$ cat src/rtl/cpu_controller.sv
// Multicycle control FSM for the simple datapath CPU.
// Holds the instruction register and sequences the datapath strobes.
module cpu_controller (
  input  logic        clk,
  input  logic        reset,
  input  logic        s,
  input  logic        load,
  input  logic [15:0] in,
  output logic        w,
  output logic [2:0]  readnum,
  output logic [2:0]  writenum,
  output logic        loada,
  output logic        loadb,
  output logic        loadc,
  output logic        loads,
  output logic        write,
  output logic        asel,
  output logic        bsel,
  output logic [1:0]  vsel,
  output logic [1:0]  shift,
  output logic [1:0]  ALUop,
  output logic [15:0] sximm5,
  output logic [15:0] sximm8
);

  typedef enum logic [2:0] {
    S_WAIT, S_DECODE, S_GET_A, S_GET_B,
    S_ALU, S_WRITE_REG, S_WRITE_IMM, S_STATUS
  } state_e;

  state_e      state_q, state_d;
  logic [15:0] ir_q, ir_d;

  logic       w_q, w_d;
  logic [2:0] readnum_q, readnum_d;
  logic [2:0] writenum_q, writenum_d;
  logic       loada_q, loada_d;
  logic       loadb_q, loadb_d;
  logic       loadc_q, loadc_d;
  logic       loads_q, loads_d;
  logic       write_q, write_d;
  logic       asel_q, asel_d;
  logic [1:0] vsel_q, vsel_d;
  logic [1:0] shift_q, shift_d;
  logic [1:0] aluop_q, aluop_d;

  logic [2:0] opc;
  logic [1:0] op;
  logic       is_movi, is_movr, is_mvn, is_alu3, is_cmp;

  assign opc     = ir_d[15:13];
  assign op      = ir_d[12:11];
  assign is_movi = (opc == 3'b110) && (op == 2'b10);
  assign is_movr = (opc == 3'b110) && (op == 2'b00);
  assign is_mvn  = (opc == 3'b101) && (op == 2'b11);
  assign is_alu3 = (opc == 3'b101) && (op != 2'b11);
  assign is_cmp  = (opc == 3'b101) && (op == 2'b01);

  // IR only changes in WAIT, so decoding ir_d is valid in every state
  always_comb begin
    ir_d = ir_q;
    if (state_q == S_WAIT && load) ir_d = in;
    state_d = state_q;
    unique case (state_q)
      S_WAIT:   if (s) state_d = S_DECODE;
      S_DECODE: begin
        unique case (1'b1)
          is_movi:          state_d = S_WRITE_IMM;
          is_movr, is_mvn:  state_d = S_GET_B;
          is_alu3:          state_d = S_GET_A;
          default:          state_d = S_WAIT;
        endcase
      end
      S_GET_A:  state_d = S_GET_B;
      S_GET_B:  state_d = is_cmp ? S_STATUS : S_ALU;
      S_ALU:    state_d = S_WRITE_REG;
      default:  state_d = S_WAIT;
    endcase
  end

  // outputs are registered from the next state so they stay Moore
  always_comb begin
    w_d        = 1'b0;
    readnum_d  = 3'd0;
    writenum_d = 3'd0;
    loada_d    = 1'b0;
    loadb_d    = 1'b0;
    loadc_d    = 1'b0;
    loads_d    = 1'b0;
    write_d    = 1'b0;
    asel_d     = 1'b0;
    vsel_d     = 2'b00;
    shift_d    = 2'b00;
    aluop_d    = 2'b00;
    unique case (state_d)
      S_WAIT:   w_d = 1'b1;
      S_GET_A: begin
        readnum_d = ir_d[10:8];
        loada_d   = 1'b1;
      end
      S_GET_B: begin
        readnum_d = ir_d[2:0];
        loadb_d   = 1'b1;
      end
      S_ALU: begin
        loadc_d = 1'b1;
        asel_d  = is_movr | is_mvn;
        shift_d = ir_d[4:3];
        aluop_d = is_movr ? 2'b00 : op;
      end
      S_STATUS: begin
        loads_d = 1'b1;
        shift_d = ir_d[4:3];
        aluop_d = 2'b01;
      end
      S_WRITE_REG: begin
        write_d    = 1'b1;
        writenum_d = ir_d[7:5];
      end
      S_WRITE_IMM: begin
        write_d    = 1'b1;
        writenum_d = ir_d[10:8];
        vsel_d     = 2'b01;
      end
      default: ;
    endcase
  end

  always_ff @(posedge clk) begin
    if (reset) begin
      state_q    <= S_WAIT;
      ir_q       <= 16'h0000;
      w_q        <= 1'b1;
      readnum_q  <= 3'd0;
      writenum_q <= 3'd0;
      loada_q    <= 1'b0;
      loadb_q    <= 1'b0;
      loadc_q    <= 1'b0;
      loads_q    <= 1'b0;
      write_q    <= 1'b0;
      asel_q     <= 1'b0;
      vsel_q     <= 2'b00;
      shift_q    <= 2'b00;
      aluop_q    <= 2'b00;
    end else begin
      state_q    <= state_d;
      ir_q       <= ir_d;
      w_q        <= w_d;
      readnum_q  <= readnum_d;
      writenum_q <= writenum_d;
      loada_q    <= loada_d;
      loadb_q    <= loadb_d;
      loadc_q    <= loadc_d;
      loads_q    <= loads_d;
      write_q    <= write_d;
      asel_q     <= asel_d;
      vsel_q     <= vsel_d;
      shift_q    <= shift_d;
      aluop_q    <= aluop_d;
    end
  end

  assign w        = w_q;
  assign readnum  = readnum_q;
  assign writenum = writenum_q;
  assign loada    = loada_q;
  assign loadb    = loadb_q;
  assign loadc    = loadc_q;
  assign loads    = loads_q;
  assign write    = write_q;
  assign asel     = asel_q;
  assign bsel     = 1'b0;
  assign vsel     = vsel_q;
  assign shift    = shift_q;
  assign ALUop    = aluop_q;
  assign sximm5   = {{11{ir_q[4]}}, ir_q[4:0]};
  assign sximm8   = {{8{ir_q[7]}}, ir_q[7:0]};

endmodule

$ cat config.mk
export PLATFORM = sky130hd
export DESIGN_NAME = cpu_controller
export DESIGN_NICKNAME = d
export VERILOG_FILES = /design/src/rtl/cpu_controller.sv
export SDC_FILE = /design/constraint.sdc
export NUM_CORES = 1
export LEC_CHECK = 0
export CORE_UTILIZATION = 43
export DETAILED_ROUTE_END_ITERATION = 6
export GPL_TIMING_DRIVEN = 0
export PLACE_DENSITY_LB_ADDON = 0.1
export SYNTH_ARGS = -nofsm -noshare
export SYNTH_HDL_FRONTEND = slang
export SYNTH_SLANG_ARGS = --single-unit
$ cat constraint.sdc
create_clock -name clk -period 2.45 [get_ports clk]
set_clock_uncertainty 0.15 [all_clocks]
set_input_delay 0.49 -clock clk [delete_from_list [all_inputs] [get_ports clk]]
set_output_delay 0.49 -clock clk [all_outputs]
set_load 0.1 [all_outputs]
==> impl_metrics.yaml <==
sta:
  max_freq_mhz: 420.7
  report.final.slew_viol_count: 0
  setup_violations: 0
  finalHoldViolations: 0
  fin_crit_ns: 2.377
  setup_tns_ns: 0
  worst_pin_slew_ns: 0.9809
  rsz0062_at_grt: "false"
  whs_ns: 0.3289
  relSlewSlack_pct: 34.40
  fin_crit_sh_pct: 97.02
  finalWorstSetupSlack_ns: 0.07292
detailed_routing:
  vias_per_cell: 4.824
  num_vias: 1539
  drt_iter0_markers: 49
  post-route-drc-count: 0
  wire_per_inst_um: 12.99
  drt_wl_total_um: 4143
  first_pass_iters: 4
  ant_nets: 0
cts:
  root_buffer: "clkbuf_8"
  path_clk_slew_ns: 0.07
  cts_setup_buffers: 0
  hold_buffers: 0
  cts_tree: "yes"
  cts_max_level: 2
  clkSinkCount: 37
  cts_buffer_depth: 2
  clk_latency_ns: 0.29
  cts_buffers: 5
setup_path:
  cp.arrival_ns: 1.74
  slowest_delay_ns: 1.13
  cpMaxStageDelayCell: "clkdlybuf4s50_1"
  path_max_fanout: 1
  path_delay_family: "buffers and inverters"
  path_buf_inv: 1
  worstSetupStartpointType: "flop"
  worstSetupPathType: "reg -> out"
  end_kind: "output pin"
  cp_cell_sequence: "clkdlybuf4s50_1"
  critPathRequiredTime_ns: 1.81
placement:
  numPortBuffers: 69
  hpwl_um: 3046
  pre_cts_slack_ns: -0.07328
  place_congestion: 0.7828
  placed_cells: 312
  post_dp_cell_area_sq_mm: 0.002527
synthesis:
  syn-cell-area_sq_mm: 0.001773
  netlist_top_cells_count: "dfxtp_1, buf_4, nand2_1, a21oi_1, nor2_1"
  async_reset_ff_share_pct: 0
  yosysTopAreaCell: "dfxtp_1"
  synth-main-ff-cell: "dfxtp_1"
  post-synth-top-count-cell: "dfxtp_1"
  synth_edf_count: 0
  syn_inst: 194
  synth.avg_cell_area_sq_um: 9.139
  yosys.area.top_type_share_pct: 41.78
  synth_seq_cells: 37
  synth_cell_type_count: 47
  synth.area.top_cells: "dfxtp_1, buf_4, nand2_1"
  synth_seq_area_share_pct: 41.78
  yosys_warnings: 0
grt:
  grt_usage_pct: 20.37
  antenna_found_initial: 0
  gr-total-overflow: 0
  grt_pass1_vias: 1389
  grt_pass1_wl_um: 6617
  grt_max_degree: 15
floorplan:
  die_area_sq_mm: 0.004384
  fp-row-count: 22
  fp.coreArea_sq_mm: 0.003799
  initial_core_util_pct: 46.67
  dieWidth_um: 66.21
  pin_count: 72
  die_h_um: 66.21
job:
  cap_violations: 0
pwr:
  powerDensity_mw_per_mm2: 589.1
  p_leak_nw: 1.076
  finalPower_mw: 1.549
  peakVddDrop_mv: 0.3613
final_layout:
  n_antenna_cell: 0
  area_delta_synth_final_pct: 48.27
  drive_above_1_share_pct: 29.89
  final_util_pct: 69.20
  nNetsFinal: 291
  final_cells: 319
  final_cell_area_sq_mm: 0.002629
worst_hold_path:
  hold_class: "reg -> reg"
run_status:
  status: "finished, final reports clean"
==> cells by family (layout without fill, tap and decap cells) <==
kind of cell | count (synthesis) | in the layout | share of synthesized area [%]
flops | 37 | 37 | 41.78
compound gates | 43 | 43 | 16.66
other cells | 1 | 2 | 0.2115
mux | 1 | 1 | 0.5646
buf+inv | 45 | 121 | 18.70
simple gates | 67 | 67 | 22.09
==> worst paths after layout <==
check | depth (start not counted) | start | slack (ns) | to
hold / removal | 2 | ir_q[14] | 0.33 | ir_q[14]
setup reg to reg | 6 | state_q[0] | 0.37 | ALUop[0]
setup / recovery | 1 | writenum[1] | 0.07 | writenum[1]
hold reg to reg | 2 | ir_q[14] | 0.33 | ir_q[14]
==> repair_timing <==
item | 4_1_cts | 5_1_grt
endpoints found under the setup margin | 32 | 0
resized for setup | 76 | 0
endpoints found under the hold margin | 0 | 0
==> worst register-to-register path, delay by kind of cell, from the launching register on <==
kind / cells / cell delay, ns
compound gates: 1 / 0.18
buf+inv: 2 / 0.28
flops: 1 / 0.31
simple gates: 2 / 0.94
mux: 1 / 0.13
==> final cells by class <==
| class | instances | area, sq um |
|---|---|---|
| Timing Repair Buffer | 69 | 701.9 |
| Fill cell | 329 | 1170 |
| Sequential cell | 37 | 740.7 |
| Buffer | 43 | 324.1 |
| Clock inverter | 1 | 7.507 |
| Inverter | 2 | 7.507 |
| Tap cell | 48 | 60.06 |
| Multi-Input combinational cell | 113 | 704.4 |
| Clock buffer | 6 | 82.58 |
==> placed cells by master (no fill, tap or decap), drive strengths merged, types with 3 or more instances in the layout <==
cell / n
a21oi: 21
a211o: 4
a22o: 4
nand2: 33
nor2: 5
nand4b: 3
nor4b: 3
dlygate4sd2: 10
nor2b: 4
buf: 41
nand2b: 3
clkbuf: 9
clkdlybuf4s50: 37
dfxtp: 37
clkdlybuf4s15: 21
==> registers in the layout, indices dropped and copies added, names as in the netlist <==
signal / flops
state_q: 3
loadb: 1
shift: 2
w: 1
ALUop: 2
asel: 1
write: 1
loadc: 1
readnum: 3
writenum: 3
loada: 1
vsel: 1
loads: 1
ir_q: 16
==> report_power, final <==
part	switching (mW)	internal [mW]	total (mW)
Sequential	0.0178	0.620	0.638
Combinational	0.341	0.141	0.483
Clock	0.206	0.222	0.428
Total	0.565	0.984	1.55
==> layer usage <==
metal,wire (um),vias up,track usage (%)
li1,-,794,-
met1,1944,683,26.26
met2,1859,55,31.89
met3,281,7,5.862
met4,57,0,7.713
met5,0,-,0
Note: power is estimated with default switching activity, not from simulation.
